<file path="config.mk">
export PLATFORM = sky130hd
export DESIGN_NAME = ones_pattern_gen_flat
export DESIGN_NICKNAME = d
export VERILOG_FILES = /design/src/rtl/ones_pattern_gen_if.sv /design/src/rtl/ones_pattern_gen.sv /design/src/flat_wrapper.sv
export SDC_FILE = /design/constraint.sdc
export NUM_CORES = 1
export LEC_CHECK = 0
export ABC_CLOCK_PERIOD_IN_PS = 7950
export CORE_MARGIN = 4
export CORE_UTILIZATION = 45
export DETAILED_ROUTE_END_ITERATION = 16
export GPL_TIMING_DRIVEN = 0
export PLACE_DENSITY = 0.68
export SYNTH_ARGS = -nofsm -noshare
export SYNTH_HDL_FRONTEND = slang
export SYNTH_SLANG_ARGS = --single-unit
</file>
<file path="constraint.sdc">
create_clock -name clk -period 7.95 [get_ports clk]
set_input_delay 1.1925 -clock clk [delete_from_list [all_inputs] [get_ports clk]]
set_output_delay 1.1925 -clock clk [all_outputs]
set_load 0.02 [all_outputs]
</file>
<file path="src/rtl/ones_pattern_gen_if.sv">
// Output stream of the ones-pattern generator: one word per valid/ready handshake,
// tagged with its ordinal and an end-of-sequence marker.
interface ones_pattern_gen_if #(
    parameter int WIDTH = 8
);
    logic [WIDTH-1:0] out_data;
    logic             out_valid;
    logic             out_ready;
    logic             out_last;
    logic [WIDTH-1:0] out_index;

    modport master (
        output out_data,
        output out_valid,
        output out_last,
        output out_index,
        input  out_ready
    );

    modport slave (
        input  out_data,
        input  out_valid,
        input  out_last,
        input  out_index,
        output out_ready
    );
endinterface

</file>
<file path="src/rtl/ones_pattern_gen.sv">
// Streams every WIDTH-bit word with exactly k set bits in ascending order.
// A one-deep match stage (_p1) sits between the candidate counter and the output word.
module ones_pattern_gen #(
    parameter int WIDTH = 8,
    parameter int CNT_W = 4
) (
    input  logic             clk,
    input  logic             rst_n,
    input  logic             start,
    input  logic [CNT_W-1:0] k,
    output logic             busy,
    output logic             done,
    output logic             err,
    ones_pattern_gen_if.master bus
);

    typedef enum logic [1:0] {IDLE, SCAN, HOLD, DONE} state_t;

    localparam logic [CNT_W-1:0] WIDTH_C = CNT_W'(WIDTH);
    localparam logic [WIDTH-1:0] ALL_ONES = {WIDTH{1'b1}};

    function automatic logic [CNT_W-1:0] popcount(input logic [WIDTH-1:0] v);
        logic [CNT_W-1:0] cnt;
        cnt = '0;
        for (int i = 0; i < WIDTH; i++) begin
            cnt = cnt + CNT_W'(v[i]);
        end
        return cnt;
    endfunction

    // Highest word with kk ones: all of them packed against the MSB.
    function automatic logic [WIDTH-1:0] last_word(input logic [CNT_W-1:0] kk);
        logic [WIDTH-1:0] w;
        for (int i = 0; i < WIDTH; i++) begin
            w[i] = (i >= (WIDTH - int'(kk)));
        end
        return w;
    endfunction

    state_t           state, state_nx;
    logic [WIDTH-1:0] cand, cand_nx;
    logic [CNT_W-1:0] k_reg, k_reg_nx;
    logic             vld_p1, vld_p1_nx;
    logic             hit_p1, hit_p1_nx;
    logic [WIDTH-1:0] data_p1, data_p1_nx;
    logic [WIDTH-1:0] data_q, data_nx;
    logic             valid_q, valid_nx;
    logic             last_q, last_nx;
    logic [WIDTH-1:0] index_q, index_nx;
    logic             busy_q, busy_nx;
    logic             done_q, done_nx;
    logic             err_q, err_nx;

    always_comb begin
        state_nx   = state;
        cand_nx    = cand;
        k_reg_nx   = k_reg;
        vld_p1_nx  = 1'b0;
        hit_p1_nx  = hit_p1;
        data_p1_nx = data_p1;
        data_nx    = data_q;
        valid_nx   = valid_q;
        last_nx    = last_q;
        index_nx   = index_q;
        busy_nx    = busy_q;
        done_nx    = 1'b0;
        err_nx     = 1'b0;

        case (state)
            IDLE: begin
                if (start) begin
                    if (k > WIDTH_C) begin
                        err_nx = 1'b1;
                    end else begin
                        k_reg_nx = k;
                        cand_nx  = '0;
                        index_nx = '0;
                        busy_nx  = 1'b1;
                        state_nx = SCAN;
                    end
                end
            end
            SCAN: begin
                // cand already points one past data_p1, so a hit leaves it ready to resume
                if (vld_p1 && hit_p1) begin
                    data_nx  = data_p1;
                    valid_nx = 1'b1;
                    last_nx  = (data_p1 == last_word(k_reg));
                    state_nx = HOLD;
                end else begin
                    vld_p1_nx  = 1'b1;
                    hit_p1_nx  = (popcount(cand) == k_reg);
                    data_p1_nx = cand;
                    cand_nx    = (cand == ALL_ONES) ? cand : cand + 1'b1;
                end
            end
            HOLD: begin
                if (bus.out_ready) begin
                    valid_nx = 1'b0;
                    if (last_q) begin
                        last_nx  = 1'b0;
                        done_nx  = 1'b1;
                        state_nx = DONE;
                    end else begin
                        index_nx = index_q + 1'b1;
                        state_nx = SCAN;
                    end
                end
            end
            DONE: begin
                busy_nx  = 1'b0;
                state_nx = IDLE;
            end
            default: state_nx = IDLE;
        endcase
    end

    always_ff @(posedge clk) begin
        if (!rst_n) begin
            state   <= IDLE;
            cand    <= '0;
            k_reg   <= '0;
            vld_p1  <= 1'b0;
            hit_p1  <= 1'b0;
            data_p1 <= '0;
            data_q  <= '0;
            valid_q <= 1'b0;
            last_q  <= 1'b0;
            index_q <= '0;
            busy_q  <= 1'b0;
            done_q  <= 1'b0;
            err_q   <= 1'b0;
        end else begin
            state   <= state_nx;
            cand    <= cand_nx;
            k_reg   <= k_reg_nx;
            vld_p1  <= vld_p1_nx;
            hit_p1  <= hit_p1_nx;
            data_p1 <= data_p1_nx;
            data_q  <= data_nx;
            valid_q <= valid_nx;
            last_q  <= last_nx;
            index_q <= index_nx;
            busy_q  <= busy_nx;
            done_q  <= done_nx;
            err_q   <= err_nx;
        end
    end

    assign bus.out_data  = data_q;
    assign bus.out_valid = valid_q;
    assign bus.out_last  = last_q;
    assign bus.out_index = index_q;
    assign busy          = busy_q;
    assign done          = done_q;
    assign err           = err_q;

endmodule

</file>
<file path="src/flat_wrapper.sv">
// flat-port wrapper written by rule: the top's interface ports become plain ports
module ones_pattern_gen_flat 
#(
    parameter int WIDTH = 8,
    parameter int CNT_W = 4
)
  (clk, rst_n, start, k, busy, done, err, bus_out_data, bus_out_valid, bus_out_last, bus_out_index, bus_out_ready);
  ones_pattern_gen_if #(.WIDTH(WIDTH)) bus_i ();
  input  logic clk;
  input  logic rst_n;
  input  logic start;
  input  logic [CNT_W-1:0] k;
  output logic busy;
  output logic done;
  output logic err;
  output wire logic [$bits(bus_i.out_data)-1:0] bus_out_data;
  output wire logic [$bits(bus_i.out_valid)-1:0] bus_out_valid;
  output wire logic [$bits(bus_i.out_last)-1:0] bus_out_last;
  output wire logic [$bits(bus_i.out_index)-1:0] bus_out_index;
  input wire logic [$bits(bus_i.out_ready)-1:0] bus_out_ready;
  assign bus_out_data = bus_i.out_data;
  assign bus_out_valid = bus_i.out_valid;
  assign bus_out_last = bus_i.out_last;
  assign bus_out_index = bus_i.out_index;
  assign bus_i.out_ready = bus_out_ready;
  ones_pattern_gen #(.WIDTH(WIDTH), .CNT_W(CNT_W)) u_core (.clk(clk), .rst_n(rst_n), .start(start), .k(k), .busy(busy), .done(done), .err(err), .bus(bus_i));
endmodule
</file>
## Word-level counts from Yosys, hierarchy flattened

Index checks and enable logic that the tools add are counted.

- Output and inout bits: 21
- Register bits after elaboration: 45
- Input port bits: 8

- $add $sub $neg: 10
- Muxes and demuxes: 25
- Equality and inequality tests: 13
- Bitwise logic cells: 2
- Order comparisons: 9
- Reductions and logical operators: 17

Operator list:

| kind | number |
|---|---|
| 4-bit by 32-bit greater-or-equal comparator with 1-bit output, first input constant | 4 |
| 3-bit by 32-bit greater-or-equal comparator with 1-bit output, first input constant | 2 |
| 8-bit 2-to-1 mux | 6 |
| 1-bit by 32-bit greater-or-equal comparator with 1-bit output, first input constant | 1 |
| 2-bit by 32-bit greater-or-equal comparator with 1-bit output, first input constant | 1 |
| 8-bit case mux with 2 select lines | 2 |
| 4-bit by 1-bit adder with 4-bit output | 6 |
| 8-bit by 1-bit adder with 8-bit output, second input constant | 2 |
| 3-bit AND reduction | 5 |
| 2-bit inequality test, second input constant | 6 |
| 2-bit 2-to-1 mux | 5 |
| 5-bit AND reduction | 2 |
| 8-bit equality test | 1 |
| 8-bit equality test, second input constant | 1 |
| 1-bit 2-to-1 mux | 8 |
| 2-bit case mux with 4 select lines | 1 |
| 2-bit nonzero test | 4 |
| 1-bit case mux with 2 select lines | 3 |
| 2-bit AND reduction | 3 |
| 4-bit by 4-bit subtractor with 5-bit output, first input constant | 1 |
| 2-bit equality test, second input constant | 2 |
| 4-bit equality test | 1 |
| 4-bit greater-than comparator, second input constant | 1 |
| 4-bit AND reduction | 1 |
| other kinds (6) | 7 |

## Logic depth before layout (Yosys ltp)

Gate-level depths: netlist of run 1.

- Depth after elaboration: 8
- Gate-level depth with buffers: 13

## Least setup slack after synthesis of run 1

OpenSTA, ideal clock, no wires.

- Kind: register -> register
- Start: register u_core.cand[0]
- End: register u_core.hit_p1
- Stages on the path, launching flop included: 14
- Path buffers: 0
- Required time: 7.828 ns
- Arrival: 3.073 ns
- Path slack: 4.755 ns
- Cell sequence: dfxtp_1 > ha_1 > inv_1 > fa_1 > fa_1 > inv_1 > fa_1 > fa_1 > xor2_1 > and3_1 > o21ai_0 > o21ai_0 > nand4_1 > a21boi_0

- Word-level cells in the longest chain between the ends: 8

Ends and longest elaborated chain:

| item | RTL line | RTL |
|---|---|---|
| start, declared | ones_pattern_gen.sv:41 | `logic [WIDTH-1:0] cand, cand_nx;` |
| start signal, assigned | ones_pattern_gen.sv:135 | `cand <= cand_nx;` |
| 1-bit by 1-bit adder with 2-bit output | ones_pattern_gen.sv:26 | `cnt = cnt + CNT_W'(v[i]);` |
| 4-bit by 1-bit adder with 4-bit output (6 in series) | ones_pattern_gen.sv:26 |  |
| 4-bit equality test | ones_pattern_gen.sv:92 | `hit_p1_nx = (popcount(cand) == k_reg);` |
| end signal, assigned | ones_pattern_gen.sv:138 | `hit_p1 <= hit_p1_nx;` |
| end, declared | ones_pattern_gen.sv:44 | `logic hit_p1, hit_p1_nx;` |

Every way passes these cells.
A chain may end at the register's enable or synchronous reset.

## Worst setup path in the final report of run 1

Same ends and word-level chain as after synthesis.

==> metrics.txt, run 1 <==
DR pass1 iterations=4; ant diodes=0; hold_buf cts=0; Starting Density=0.475; hold crit path type=reg2reg; DR WL/cell=13.4 um; Setup-failing EPs final=0; fill cell total of the finished layout=513; DRC=0; Post-Synth XOR/XNOR Area=0.0674; Yosys top cell area share=0.365; Syn Std Cell Area=2470 sq um; Static Leak=1.11 nW; CP max-delay cell=fa_1; core footprint=5200 sq um; Post-CTS Setup Bufs=0; Final Power=491 uW; P&R area growth vs syn=19.8%; full die area=6740 sq um; initial drt markers=82; nets=351; Rows=26; CTS tree=built; Final ANT Viol Nets=0; Setup crit start kind=flop; die height=82.1 um; post-DP HPWL=4090 um; Worst-Margin Slew=0.518 ns; Area contributors post-synth=dfxtp_1 (36%), nand2_1 (7.8%), a21boi_0 (6.1%), ha_1 (4.1%), nor2_1 (3.6%); cell repeated most along the worst path=fa_1; routability cong.=0.836; Crit path max-delay family=adder cells; post-synthesis mux area share=0.0208; Worst EP arrival=3.63 ns; Post-Route WL=5380 um; post-CTS sizing=0; routed vias=2,086; CP peak stage delay=0.49 ns; Synth Register Bits=45; Worst slew margin=0.652; most common cell in the netlist=nand2_1; CP bufs+invs=2; Clock Sinks=45; number of global-route vias before repair=1,896; clock slew at reported path FFs=0.09 ns; Final Cycle Share=0.427; Synth async-reset ratio=0; EDFF count, synth=0; Synth Area in Compound Gates=0.170; Setup Total Neg Slack=0 ns; Final Skew=0.00655 ns; Crit. End Element=flop; Net Count, Synth=316; final hold vios=0; Max Slew Vio Count=0; Worst-Skew Late Latency=0.31 ns; GRT Util Overall=0.176; Ports=29; Ys Warns=0; synth cell count leaders=nand2_1 (51), dfxtp_1 (45), nor2_1 (24); Fmax=295 MHz; simple-gate area share of the yosys netlist=0.253; largest family of logic cells by synthesized area=simple AND/OR/NAND/NOR gates; Longest Clk Path Bufs=2; CTS Buf Count=5; Netlist cell types=52; share of layout cells above drive strength 1=0.0753; Power per Cell Area=166 nW/um^2; Port Buffers=28; Max IR drop VDD=114 uV; post-DR vias/cell=5.19; largest net degree at the start of global routing=15; cell count after synthesis=296; H-tree depth=2; status=completed; Seq/Total Area, Yosys=0.365; MaxCap Viol Count=0; Adder-Cell Fraction of Synth Area=0.0729; initial antenna violation count=0; Setup CP Type=reg2reg; Main synth FF type=dfxtp_1; first-pass GRT wire length=8970 um; CP required=8.18 ns; worst-path fanout max=4; clk root buf=clkbuf_8; post-synth top area cell=dfxtp_1; die width=82.1 um; crit-path cells=ha_1 > inv_1 > fa_1 > fa_1 > inv_1 > fa_1 > fa_1 > xor2_1 > and3_1 > o21ai_0 > o21ai_0 > nand4_1 > a21boi_0; RSZ-0062 raised after global routing=false; GR Overflow Total=0; Avg Cell Area, Syn=8.34 sq um; Tmin final=3.39 ns
per-layer routing:
layer | part of all wire | vias up | GRT usage | wire length, um
met1 | 0.47 | 962 | 0.225 | 2540
li1 | - | 1078 | - | -
met5 | 0 | - | 0 | 0
met4 | 0.0084 | 0 | 0.0349 | 45
met3 | 0.043 | 7 | 0.0504 | 232
met2 | 0.48 | 39 | 0.295 | 2560
worst min-delay path, cell delays in order, from the launching register on:
cell      delay (ns)
dfxtp_1         0.32
nand2_1         0.04
a21boi_0        0.06
logic make-up after synthesis:
| family | count (synthesis) |
|---|---|
| buffers and inverters | 28 |
| and+or+nand+nor | 128 |
| AOI/OAI and AO/OA | 59 |
| xor gates and xnor gates | 19 |
| adders and majority gates | 12 |
| muxes | 5 |
| DFF | 45 |
worst paths after layout:
check	startpoint	endpoint	slack, ns	cells past startpoint
max	u_core.cand[0]	u_core.hit_p1	4.56	13
min	u_core.bus.out_data[1]	u_core.bus.out_data[1]	0.46	2
max reg2reg	u_core.cand[0]	u_core.hit_p1	4.56	13
min reg2reg	u_core.bus.out_data[1]	u_core.bus.out_data[1]	0.46	2
cell usage in the layout, fill, tap and decap left out, types with 4 or more instances in the layout:
cell type        instances
nand2_1                 51
dfxtp_1                 45
clkdlybuf4s50_1         28
nor2_1                  24
a21boi_0                20
inv_1                   13
xnor2_1                 10
o21ai_0                 10
xor2_1                   9
clkbuf_1                 9
a21oi_1                  8
ha_1                     8
and3_1                   7
nand3_1                  7
nor2b_1                  6
clkbuf_8                 6
nand4_1                  5
buf_2                    4
nand3b_1                 4
mux2i_1                  4
nor3_1                   4
fa_1                     4
final cells by class:
class	instances	area, sq um	share of cell area
multi-input combinational	223	1440	0.488
sequential	45	901	0.305
timing repair buffer	28	280	0.0948
tap	70	87.6	0.0296
clock buffer	6	82.6	0.0279
buffer	15	76.3	0.0258
inverter	13	48.8	0.0165
clock inverter	2	37.5	0.0127
power by group:
group          total [mW]  switching (mW)  internal (mW)  leakage [nW]
Clock               0.185          0.0830          0.102        0.0574
Combinational      0.0705          0.0391         0.0314         0.686
Sequential          0.235         0.00503          0.230         0.364
Total               0.491           0.127          0.364          1.11
through the flow:
stage / util / std cells / hold slack, ns / cell area (sq um) / setup slack, ns
2_1_floorplan: - / 296 / 0.450 / 2470 / 4.75
3_3_place_gp: 0.545 / 394 / 0.451 / 2840 / 4.60
3_5_place_dp: 0.545 / 394 / 0.458 / 2840 / 4.55
4_1_cts: 0.568 / 402 / 0.471 / 2960 / 4.52
5_1_grt: 0.568 / 402 / 0.491 / 2960 / 4.34
6_report: 0.568 / 402 / 0.465 / 2960 / 4.56
(Power assumes the default switching activity.)
==> run 2: changes to the inputs <==
--- a/config.mk
+++ b/config.mk
@@ -5,7 +5,7 @@
 export SDC_FILE = /design/constraint.sdc
 export NUM_CORES = 1
 export LEC_CHECK = 0
-export ABC_CLOCK_PERIOD_IN_PS = 7950
+export ABC_CLOCK_PERIOD_IN_PS = 3200
 export CORE_MARGIN = 4
 export CORE_UTILIZATION = 45
 export DETAILED_ROUTE_END_ITERATION = 16
==> constraint.sdc (replaced) <==
create_clock -name clk -period 3.2 [get_ports clk]
set_input_delay 0.48 -clock clk [delete_from_list [all_inputs] [get_ports clk]]
set_output_delay 0.48 -clock clk [all_outputs]
set_load 0.02 [all_outputs]
==> run 2 against run 1 <==
Net effect:
- maximum frequency up 6.6%
- combinational power increased to 2.6 times the previous value
- clock-buffer cell count is the same
==> metrics.txt, run 2 (synthesis results as in run 1) <==
post-DP HPWL=4090 um; Worst EP arrival=3.38 ns; P&R area growth vs syn=21.5%; most common cell after layout, fill and taps aside=nand2_1; worst-path fanout max=3; Net Switching=319 uW; cell-internal power=910 uW; fill cell total of the finished layout=513; status=completed; Crit. End Element=flop; Clock Sinks=45; Final Cell Area=3000 sq um; GR Util met2=0.303; Worst-Margin Slew=0.504 ns; Comb power frac=0.150; Starting Density=0.475; Static Leak=1.11 nW; Tmin final=3.18 ns; H-tree depth=2; Placed Instances=394; Post-Route WL=5470 um; CTS Buf Count=5; die width=82.1 um; nets=353; Worst slew margin=0.661; Fmax=314 MHz; Final Util=0.576; Net Sw Frac=0.259; final hold vios=0; routability cong.=0.836; number of global-route vias before repair=1,938; post-DR vias/cell=5.17; routed vias=2,089; Flop pwr share=0.476; Final Skew=0.00376 ns; Power per Cell Area=409 nW/um^2; most frequent cells in the layout=nand2_1 (51), dfxtp_1 (43), clkdlybuf4s50_1 (28); Final Cycle Share=0.995; GRT met3 Usage=0.0504; first-pass GRT wire length=9130 um; setup slack at placement=-0.200 ns; DRC=0; Port Buffers=28; initial antenna violation count=0; Longest Clk Path Bufs=2; GR Overflow Total=0; clock slew at reported path FFs=0.09 ns; Final Power=1.23 mW; ant diodes=0; clk root buf=clkbuf_8; Max Slew Vio Count=0; DR WL/cell=13.5 um; CTS tree=built; worst hold slack=0.465 ns; die height=82.1 um; initial drt markers=100; placed cell areas=2840 sq um; RSZ-0062 raised after global routing=true; GR Layer Usage met1=0.226; Ports=29; Setup crit start kind=flop; Rows=26; DR pass1 iterations=4; largest net degree at the start of global routing=15; hold_buf cts=0; core footprint=5200 sq um; Setup-failing EPs final=0; MaxCap Viol Count=0; Setup CP Type=reg2reg; CP required=3.40 ns; Max IR drop VDD=282 uV; GRT Util Overall=0.178; final setup margin=0.0170 ns; clock network power share=0.374; share of layout cells above drive strength 1=0.105; Setup Total Neg Slack=0 ns; Worst-Skew Late Latency=0.30 ns; fin cells=404; full die area=6740 sq um; GRT busiest layer=met2; Final ANT Viol Nets=0; hold crit path type=reg2reg
## run 2: power by group through the flow
stage / clock network (mW) / registers, mW / logic (mW)
final: 0.459 / 0.585 / 0.185
after CTS: 0.471 / 0.584 / 0.185
after floorplan: 0 / 0.598 / 0.125
after global placement: 0 / 0.597 / 0.174
after global routing: 0.495 / 0.587 / 0.206
after detailed placement: 0 / 0.597 / 0.176
## run 2: worst max-delay path: stages (launching register included)
cell and delay, ns:
dfxtp_2 0.34, ha_4 0.26, inv_2 0.03, fa_1 0.47
fa_1 0.51, inv_2 0.04, fa_2 0.34, fa_2 0.37
xor2_2 0.17, and3_1 0.19, o21ai_1 0.11, o21ai_1 0.07
nand4_1 0.11, a21boi_1 0.06
## run 2: area by class of cell
type	count	area, sq um	share of cell area
timing repair buffer	30	295	0.0984
clock buffer	6	82.6	0.0275
clock inverter	2	37.5	0.0125
multi-input combinational	223	1470	0.490
buffer	15	76.3	0.0254
sequential	45	903	0.301
inverter	13	48.8	0.0163
tap	70	87.6	0.0292
## run 2: repair_timing
item	in CTS	in global routing
setup endpoints to repair	1	1
buffers inserted	2	0
pin swaps	2	0
resized for setup	8	3
## run 2: path summary, 6_finish.rpt
path,startpoint,to,slack (ns),cells after the start
setup / recovery,u_core.cand[1],u_core.hit_p1,0.02,13
setup reg to reg,u_core.cand[1],u_core.hit_p1,0.02,13
hold reg to reg,u_core.bus.out_data[1],u_core.bus.out_data[1],0.47,2
hold / removal,u_core.bus.out_data[1],u_core.bus.out_data[1],0.47,2
## run 2: per-layer routing
layer  wire (um)  vias up  share of wire
li1            -     1085              -
met1        2510      959           0.46
met2        2670       39           0.49
met3         241        6          0.044
met4          44        0         0.0080
met5           0        -              0
